[config.mk]
export PLATFORM = sky130hd
export DESIGN_NAME = fetch_ctrl_flat
export DESIGN_NICKNAME = d
export VERILOG_FILES = /design/src/rtl/fetch_ctrl_if.sv /design/src/rtl/fetch_ctrl.sv /design/src/flat_wrapper.sv
export SDC_FILE = /design/constraint.sdc
export NUM_CORES = 1
export LEC_CHECK = 0
export CORE_ASPECT_RATIO = 1.4
export CORE_MARGIN = 2
export CORE_UTILIZATION = 33
export CTS_BUF_LIST = sky130_fd_sc_hd__clkbuf_8
export DETAILED_ROUTE_END_ITERATION = 8
export PLACE_DENSITY = 0.6
export SLEW_MARGIN = 30
export SYNTH_ARGS = -nofsm -noshare
export SYNTH_HDL_FRONTEND = slang
export SYNTH_SLANG_ARGS = --single-unit
[constraint.sdc]
create_clock -name clk_i -period 6.5 [get_ports clk_i]
set_clock_uncertainty 0.2 [all_clocks]
set_input_delay 1.3 -clock clk_i [delete_from_list [all_inputs] [get_ports clk_i]]
set_output_delay 1.3 -clock clk_i [all_outputs]
set_load 0.05 [all_outputs]
[src/rtl/fetch_ctrl_if.sv]
`default_nettype none
// ============================================================================
//  Module      : fetch_ctrl_if
//  Description : Instruction-memory address/data port, redirect request and
//                decode-side valid/ready handshake of the fetch controller.
//  Revision    : 1.0 - initial release
// ============================================================================
interface fetch_ctrl_if #(
    parameter int AW         = 10,
    parameter int INST_WIDTH = 32
);
    logic [AW-1:0]         imem_addr_o;
    logic [INST_WIDTH-1:0] imem_inst_i;
    logic                  redirect_i;
    logic [31:0]           redirect_pc_i;
    logic                  inst_valid_o;
    logic [INST_WIDTH-1:0] inst_o;
    logic [31:0]           pc_o;
    logic                  inst_ready_i;
    logic                  halted_o;

    // Fetch controller side
    modport master (
        output imem_addr_o,
        input  imem_inst_i,
        input  redirect_i,
        input  redirect_pc_i,
        output inst_valid_o,
        output inst_o,
        output pc_o,
        input  inst_ready_i,
        output halted_o
    );

    // Memory / decode / branch-unit side
    modport slave (
        input  imem_addr_o,
        output imem_inst_i,
        output redirect_i,
        output redirect_pc_i,
        input  inst_valid_o,
        input  inst_o,
        input  pc_o,
        output inst_ready_i,
        input  halted_o
    );
endinterface
`default_nettype wire

[src/rtl/fetch_ctrl.sv]
`default_nettype none
// ============================================================================
//  Module      : fetch_ctrl
//  Description : RV32I instruction-fetch controller. Owns the PC, drives the
//                combinational instruction memory, buffers {pc, inst} pairs
//                in a small FIFO for decode, handles branch/jump redirects
//                with a flush and halts on an all-zero instruction word.
//  Revision    : 1.0 - initial release
// ============================================================================
module fetch_ctrl #(
    parameter int          MEM_SIZE   = 1024,
    parameter int          INST_WIDTH = 32,
    parameter logic [31:0] RESET_PC   = 32'h0000_0000,
    parameter int          FIFO_DEPTH = 2
) (
    input  wire          clk_i,
    input  wire          rst_i,
    fetch_ctrl_if.master bus
);

    localparam int AW   = $clog2(MEM_SIZE);
    localparam int c_PW = (FIFO_DEPTH > 1) ? $clog2(FIFO_DEPTH) : 1;
    localparam int c_CW = $clog2(FIFO_DEPTH + 1);

    localparam logic [c_PW-1:0] c_LAST_PTR = c_PW'(FIFO_DEPTH - 1);
    localparam logic [c_CW-1:0] c_DEPTH    = c_CW'(FIFO_DEPTH);

    localparam logic [0:0] c_ST_RUN  = 1'b0;
    localparam logic [0:0] c_ST_HALT = 1'b1;

    logic [0:0]            r_state;
    logic [0:0]            w_state_next;
    logic [31:0]           r_pc;

    logic [31:0]           r_fifo_pc   [FIFO_DEPTH];
    logic [INST_WIDTH-1:0] r_fifo_inst [FIFO_DEPTH];
    logic [c_PW-1:0]       r_rd_ptr;
    logic [c_PW-1:0]       r_wr_ptr;
    logic [c_CW-1:0]       r_count;

    // Last head shown, so inst_o/pc_o hold steady while the FIFO is empty
    logic [31:0]           r_last_pc;
    logic [INST_WIDTH-1:0] r_last_inst;

    logic                  w_not_empty;
    logic                  w_valid;
    logic                  w_pop;
    logic                  w_space;
    logic                  w_inst_zero;
    logic                  w_fetch;
    logic                  w_push;
    logic                  w_halted;
    logic                  w_unused;

    // Only word-aligned targets are meaningful; the low bits are dropped
    assign w_unused = &{1'b0, bus.redirect_pc_i[1:0]};

    function automatic logic [c_PW-1:0] f_next_ptr(input logic [c_PW-1:0] ptr);
        return (ptr == c_LAST_PTR) ? '0 : ptr + 1'b1;
    endfunction

    // A redirect hides the head so nothing is consumed in a flush cycle
    assign w_not_empty = (r_count != '0);
    assign w_valid     = w_not_empty & ~bus.redirect_i;
    assign w_pop       = w_valid & bus.inst_ready_i;
    assign w_space     = (r_count < c_DEPTH) | w_pop;
    assign w_inst_zero = (bus.imem_inst_i == '0);

    // FSM state register
    always_ff @(posedge clk_i) begin
        if (rst_i) begin
            r_state <= c_ST_RUN;
        end else begin
            r_state <= w_state_next;
        end
    end

    // FSM next state: redirect always restarts fetch, a zero word halts it
    always_comb begin
        w_state_next = r_state;
        if (bus.redirect_i) begin
            w_state_next = c_ST_RUN;
        end else if (w_fetch && w_inst_zero) begin
            w_state_next = c_ST_HALT;
        end
    end

    // FSM outputs: fetch only in RUN with room and no redirect pending
    always_comb begin
        w_fetch  = 1'b0;
        w_push   = 1'b0;
        w_halted = 1'b0;
        case (r_state)
            c_ST_RUN: begin
                w_fetch = ~bus.redirect_i & w_space;
                w_push  = ~bus.redirect_i & w_space & ~w_inst_zero;
            end
            c_ST_HALT: begin
                w_halted = 1'b1;
            end
            default: begin
                w_halted = 1'b0;
            end
        endcase
    end

    // PC, FIFO pointers/occupancy and held head; redirect flushes everything
    always_ff @(posedge clk_i) begin
        if (rst_i) begin
            r_pc        <= RESET_PC;
            r_rd_ptr    <= '0;
            r_wr_ptr    <= '0;
            r_count     <= '0;
            r_last_pc   <= '0;
            r_last_inst <= '0;
        end else begin
            if (w_not_empty) begin
                r_last_pc   <= r_fifo_pc[r_rd_ptr];
                r_last_inst <= r_fifo_inst[r_rd_ptr];
            end
            if (bus.redirect_i) begin
                r_pc     <= {bus.redirect_pc_i[31:2], 2'b00};
                r_rd_ptr <= '0;
                r_wr_ptr <= '0;
                r_count  <= '0;
            end else begin
                if (w_push) begin
                    r_pc     <= r_pc + 32'd4;
                    r_wr_ptr <= f_next_ptr(r_wr_ptr);
                end
                if (w_pop) begin
                    r_rd_ptr <= f_next_ptr(r_rd_ptr);
                end
                case ({w_push, w_pop})
                    2'b10:   r_count <= r_count + 1'b1;
                    2'b01:   r_count <= r_count - 1'b1;
                    default: r_count <= r_count;
                endcase
            end
        end
    end

    // FIFO storage; contents are only observed while the count covers them
    always_ff @(posedge clk_i) begin
        if (w_push) begin
            r_fifo_pc[r_wr_ptr]   <= r_pc;
            r_fifo_inst[r_wr_ptr] <= bus.imem_inst_i;
        end
    end

    assign bus.imem_addr_o  = r_pc[AW-1:0];
    assign bus.inst_valid_o = w_valid;
    assign bus.inst_o       = w_not_empty ? r_fifo_inst[r_rd_ptr] : r_last_inst;
    assign bus.pc_o         = w_not_empty ? r_fifo_pc[r_rd_ptr]   : r_last_pc;
    assign bus.halted_o     = w_halted;

endmodule
`default_nettype wire

[src/flat_wrapper.sv]
// flat-port wrapper written by rule: the top's interface ports become plain ports
module fetch_ctrl_flat 
#(
    parameter int          MEM_SIZE   = 1024,
    parameter int          INST_WIDTH = 32,
    parameter logic [31:0] RESET_PC   = 32'h0000_0000,
    parameter int          FIFO_DEPTH = 2
)
  (clk_i, rst_i, bus_imem_addr_o, bus_imem_inst_i, bus_redirect_i, bus_redirect_pc_i, bus_inst_valid_o, bus_inst_o, bus_pc_o, bus_inst_ready_i, bus_halted_o);
  fetch_ctrl_if #(.AW(10), .INST_WIDTH(INST_WIDTH)) bus_i ();
  input  wire clk_i;
  input  wire rst_i;
  output wire logic [$bits(bus_i.imem_addr_o)-1:0] bus_imem_addr_o;
  input wire logic [$bits(bus_i.imem_inst_i)-1:0] bus_imem_inst_i;
  input wire logic [$bits(bus_i.redirect_i)-1:0] bus_redirect_i;
  input wire logic [$bits(bus_i.redirect_pc_i)-1:0] bus_redirect_pc_i;
  output wire logic [$bits(bus_i.inst_valid_o)-1:0] bus_inst_valid_o;
  output wire logic [$bits(bus_i.inst_o)-1:0] bus_inst_o;
  output wire logic [$bits(bus_i.pc_o)-1:0] bus_pc_o;
  input wire logic [$bits(bus_i.inst_ready_i)-1:0] bus_inst_ready_i;
  output wire logic [$bits(bus_i.halted_o)-1:0] bus_halted_o;
  assign bus_imem_addr_o = bus_i.imem_addr_o;
  assign bus_i.imem_inst_i = bus_imem_inst_i;
  assign bus_i.redirect_i = bus_redirect_i;
  assign bus_i.redirect_pc_i = bus_redirect_pc_i;
  assign bus_inst_valid_o = bus_i.inst_valid_o;
  assign bus_inst_o = bus_i.inst_o;
  assign bus_pc_o = bus_i.pc_o;
  assign bus_i.inst_ready_i = bus_inst_ready_i;
  assign bus_halted_o = bus_i.halted_o;
  fetch_ctrl #(.MEM_SIZE(MEM_SIZE), .INST_WIDTH(INST_WIDTH), .RESET_PC(RESET_PC), .FIFO_DEPTH(FIFO_DEPTH)) u_core (.clk_i(clk_i), .rst_i(rst_i), .bus(bus_i));
endmodule
# Word-level counts from Yosys, hierarchy flattened
# Memory sizes are Yosys's and may differ from the RTL's. A register that Yosys moved wholly into a read port is not among the register bits.
# Index checks and enable logic that the tools add are counted.
# W data, S select, Z words.
[op_classes]
add_sub_neg = 5
magnitude_cmp = 1
n_eq_ne = 2
n_mux = 16
bitwise_logic = 7
reduce_logical = 6
[op_table]
columns = ["op", "n"]
rows = [
  ["$mux W32", 4],
  ["$add A32 B3 Y32 const B", 1],
  ["$logic_not A32 Y1", 1],
  ["$mux W1", 11],
  ["$reduce_bool A2 Y1", 3],
  ["$and A1 B1 Y1", 4],
  ["$pmux W2 S2", 1],
  ["$add A1 B1 Y1 const B", 2],
  ["$add A2 B1 Y2 const B", 1],
  ["$eq A2 B1 Y1 const B", 1],
  ["$eq A2 B2 Y1 const B", 1],
  ["$lt A2 B2 Y1 const B", 1],
  ["$not A1 Y1", 2],
  ["$reduce_or A2 Y1", 1],
  ["$sub A2 B1 Y2 const B", 1],
  ["$logic_and A1 B1 Y1", 1],
  ["$or A1 B1 Y1", 1],
]
[word_totals]
register_bits = 101
ramBits = 128
input_bits = 68
output_inout_bits = 76
wordCells = 47
mem_count = 2
[memory_table]
columns = ["memory", "words", "width", "read_ports", "rd_ports_with_merged_regs", "write_ports", "line", "source"]
rows = [
  ["u_core.r_fifo_inst", 2, 32, 1, 1, 1, "fetch_ctrl.sv:36", "logic [INST_WIDTH-1:0] r_fifo_inst [FIFO_DEPTH];"],
  ["u_core.r_fifo_pc", 2, 32, 1, 1, 1, "fetch_ctrl.sv:35", "logic [31:0] r_fifo_pc [FIFO_DEPTH];"],
]

# Logic depth before layout (Yosys ltp)
[logic_depth]
ltp_word = 9
ltp_mapped = 12
depth_no_buf = 9

# Worst setup path before layout
# No wires, ideal clock.
[synth_path]
path_type = "input port to flip-flop"
startpoint = "input port bus_inst_ready_i"
endpoint = "memory u_core.r_fifo_inst[0][0] (enable)"
setup_time_ns = 0.482
t_arrival_ns = 4.817
required_time_ns = 5.818
setup_slack_ns = 1.001
stages = 8
path_buffers = 3
cell_sequence = "nor2b_1 nor3_1 o21a_1 buf_2 inv_1 buf_4 buf_4 nor2_1"
[synth_via]
elab_chain_cells = 7
[synth_lines]
columns = ["item", "line", "source"]
rows = [
  ["start: declaration", "flat_wrapper.sv:20", "input wire logic [$bits(bus_i.inst_ready_i)-1:0] bus_inst_ready_i;"],
  ["$and A1 B1 Y1", "fetch_ctrl.sv:65", "assign w_pop = w_valid & bus.inst_ready_i;"],
  ["$or A1 B1 Y1", "fetch_ctrl.sv:66", "assign w_space = (r_count < c_DEPTH) | w_pop;"],
  ["$and A1 B1 Y1 (2 in series)", "fetch_ctrl.sv:96", "w_push = ~bus.redirect_i & w_space & ~w_inst_zero;"],
  ["$mux W1", "fetch_ctrl.sv:93", "case (r_state)"],
  ["$mux W1", "fetch_ctrl.sv:145", "if (w_push) begin"],
  ["$mux W1 (implied by the code)", "fetch_ctrl.sv:147", "r_fifo_inst[r_wr_ptr] <= bus.imem_inst_i;"],
  ["end: declaration", "fetch_ctrl.sv:36", ""],
]
# No other way between the ends.

# Worst setup path after layout
[layout_path]
startpoint = "input port bus_redirect_i"
endpoint = "output port bus_inst_valid_o"
[layout_via]
elab_chain_cells = 2
[layout_lines]
columns = ["item", "line", "source"]
rows = [
  ["start: declaration", "flat_wrapper.sv:15", "input wire logic [$bits(bus_i.redirect_i)-1:0] bus_redirect_i;"],
  ["$not A1 Y1", "fetch_ctrl.sv:64", "assign w_valid = w_not_empty & ~bus.redirect_i;"],
  ["$and A1 B1 Y1", "fetch_ctrl.sv:64", ""],
  ["end: declaration", "flat_wrapper.sv:17", "output wire logic [$bits(bus_i.inst_valid_o)-1:0] bus_inst_valid_o;"],
]
# No other way between the ends.

==> run_results.csv <==
group,metric,value,unit
global_routing,antenna_found_initial,0,
global_routing,grt_pass1_wl,32300,µm
clock_network,clockBufferDepth,3,
yosys,synth-edff-count,124,
clock_network,cts_buffers,36,
clock_network,root_buffer,"clkbuf_8",
yosys,synth-compound-area-share,8.44,%
timing,slew_headroom,43.5,%
global_routing,grt_pass1_vias,6030,
yosys,synth.avg_cell_area,11.8,µm²
floorplan,start_util,33.5,%
global_routing,grt_overflow,0,
floorplan,die_w,143,µm
power,p_per_area,276,nW/µm²
yosys,synthArstFlopShare,0,%
detailed_routing,viasPerCell,4.84,
clock_network,cts_tree,"yes",
critical_path,crit_slowest_cell,"clkdlybuf4s50_1",
critical_path,cp_cell_sequence,"clkdlybuf4s50_1 > nor2_1 > clkdlybuf4s50_1",
yosys,synth_fa_ha_area_share,0.280,%
yosys,synth.top_cell.area_share,41.6,%
placement,pre_cts_slack,1500,ps
critical_path,arrival,3280,ps
critical_path,required,5000,ps
power,p_leak,3.67,nW
clock_network,insertion_delay,510,ps
clock_network,ctsResizeCount,0,
yosys,synth-simple-area-share,15.9,%
timing,rsz0062_at_grt,"false",
cells_and_area,layout_common_cells,"clkdlybuf4s50_1, edfxtp_1, dfxtp_1",
placement,port_buffers,139,
timing,hold_violations,0,
timing,setup_ws,1720,ps
detailed_routing,drtIter0Drc,346,
clock_network,clock-sinks,224,
yosys,synth_ff_type,"edfxtp_1",
clock_network,cts_hold_buf,0,
timing,max_freq,209,MHz
detailed_routing,route.detailed.drc,0,
detailed_routing,drtPass1Iterations,5,
yosys,netlist_top_cells_area,"edfxtp_1, dfxtp_1, mux2i_1",
cells_and_area,final_common_cell,"clkdlybuf4s50_1",
floorplan,die-height,199,µm
timing,whs,285,ps
placement,dp_hpwl,13600,µm
critical_path,slowest_delay,860,ps
yosys,seq_area_frac_synth,64.0,%
clock_network,clk_pin_slew,60,ps
floorplan,core_area,26700,µm²
cells_and_area,layout-drive-gt1-share,7.42,%
timing,period_minus_slack,4780,ps
cells_and_area,postLayoutCoreUtil,42.3,%
detailed_routing,totalWireLength,21300,µm
yosys,synth_top_family_by_area,"simple AND/OR/NAND/NOR gates",
floorplan,rows,71,
yosys,synth_area_leader_cell,"edfxtp_1",
critical_path,crit_fanout,17,
yosys,synthesis.area,8950,µm²
job,drv_cap,0,
yosys,synth_seq_cells,224,
cells_and_area,area_growth,26.2,%
cells_and_area,diodes,0,
critical_path,start_kind,"primary input",
timing,fin_crit_sh,73.6,%
yosys,synth_cells,757,
critical_path,end_kind,"output pin",
clock_network,postCtsSetupBuffers,0,
clock_network,htreeDepth,2,
critical_path,crit_path_frequent_cell,"clkdlybuf4s50_1",
floorplan,ioPinCount,144,
yosys,synth-xor-area-share,0.489,%
yosys,synth.area.mux_share,7.63,%
power,ir_drop,89.8,µV
yosys,ys_warn_count,0,
placement,place_congestion,0.799,
timing,finalSetupViolations,0,
detailed_routing,wl_per_cell,16.6,µm
min_path,holdCritPathClass,"register to register",
timing,slew_violations,0,
timing,tightestPinTransition,842,ps
global_routing,grtUsageTotal,14.7,%
global_routing,grt_max_degree,85,
yosys,synthDistinctLibCells,55,
detailed_routing,postRouteAntennaNets,0,
cells_and_area,final_nets,958,
timing,setup_tns,0,ps
critical_path,criticalPathCategory,"primary input to output pin",
detailed_routing,num_vias,6203,
floorplan,die_area,28500,µm²
status,status,"complete, no violations",
==> flip-flops by register name, indices dropped and copies added, names as in the netlist, named ones only <==
name	count
u_core.r_state	1
u_core.r_wr_ptr	1
u_core.r_fifo_inst	64
u_core.r_fifo_pc	60
u_core.r_count	2
u_core.r_pc	30
u_core.r_rd_ptr	1
u_core.r_last_inst	32
u_core.r_last_pc	32
==> synth_stat cells (5+ instances only) <==
cell type	n
o311ai_0	9
edfxtp_1	124
nand4_1	14
dfxtp_1	100
nand2_1	98
o21ai_0	63
or3_1	9
and2_1	5
nor2b_1	65
a31oi_1	21
mux2i_1	66
inv_1	8
nor3_1	9
clkbuf_1	38
nor2_1	15
buf_4	12
nor4_1	13
o211ai_1	9
or4_1	11
nand3_1	15
==> area by class of cell <==
class                           count  area (µm²)
Sequential cell                   224        5730
Fill cell                        2583       15400
Timing Repair Buffer              147        1470
Clock inverter                     26         106
Multi-Input combinational cell    470        2960
Clock buffer                       40         551
Tap cell                          365         457
Inverter                            9        33.8
==> per-layer routing <==
metal / global-route usage (%) / up-vias / routed length, µm
li1: - / 3032 / -
met3: 2.74 / 30 / 1010
met4: 4.99 / 0 / 456
met2: 26.2 / 162 / 11000
met1: 17.6 / 2979 / 8800
met5: 0 / - / 0
==> worst max-delay path: cells and delay by family <==
family / cells / cell delay, ps
buf+inv: 2 / 1620
simple gates: 1 / 360
==> kinds of logic after synthesis <==
group	count (synthesis)
other	1
adders and majority gates	2
DFF	224
AOI/OAI and AO/OA	123
buffers and inverters	64
xor gates and xnor gates	5
muxes	68
and+or+nand+nor	270
==> stage by stage <==
stage / total power [mW] / std cells / instance area [µm²]
after global routing: 3.26 / 1281 / 11300
after global placement: 2.06 / 1215 / 10600
after CTS: 3.18 / 1281 / 11300
final: 3.12 / 1281 / 11300
after detailed placement: 2.06 / 1215 / 10600
after floorplan: 1.90 / 758 / 8950
==> final timing paths <==
kind	startpoint	end	slack, ps	depth (start not counted)
max	bus_redirect_i	bus_inst_valid_o	1720	3
max reg2reg	u_core.r_count[1]	u_core.r_fifo_inst[1][24]	3250	5
min reg2reg	u_core.r_pc[31]	u_core.r_fifo_pc[0][31]	290	0
min	u_core.r_pc[31]	u_core.r_fifo_pc[0][31]	290	0
==> power by group <==
group          internal [mW]  switching, mW  total [mW]  leakage (nW)
clock network          0.565          0.533        1.10         0.399
registers               1.57         0.0394        1.61          1.99
logic                  0.149          0.268       0.417          1.28
Note: power is estimated with default switching activity, not from simulation.
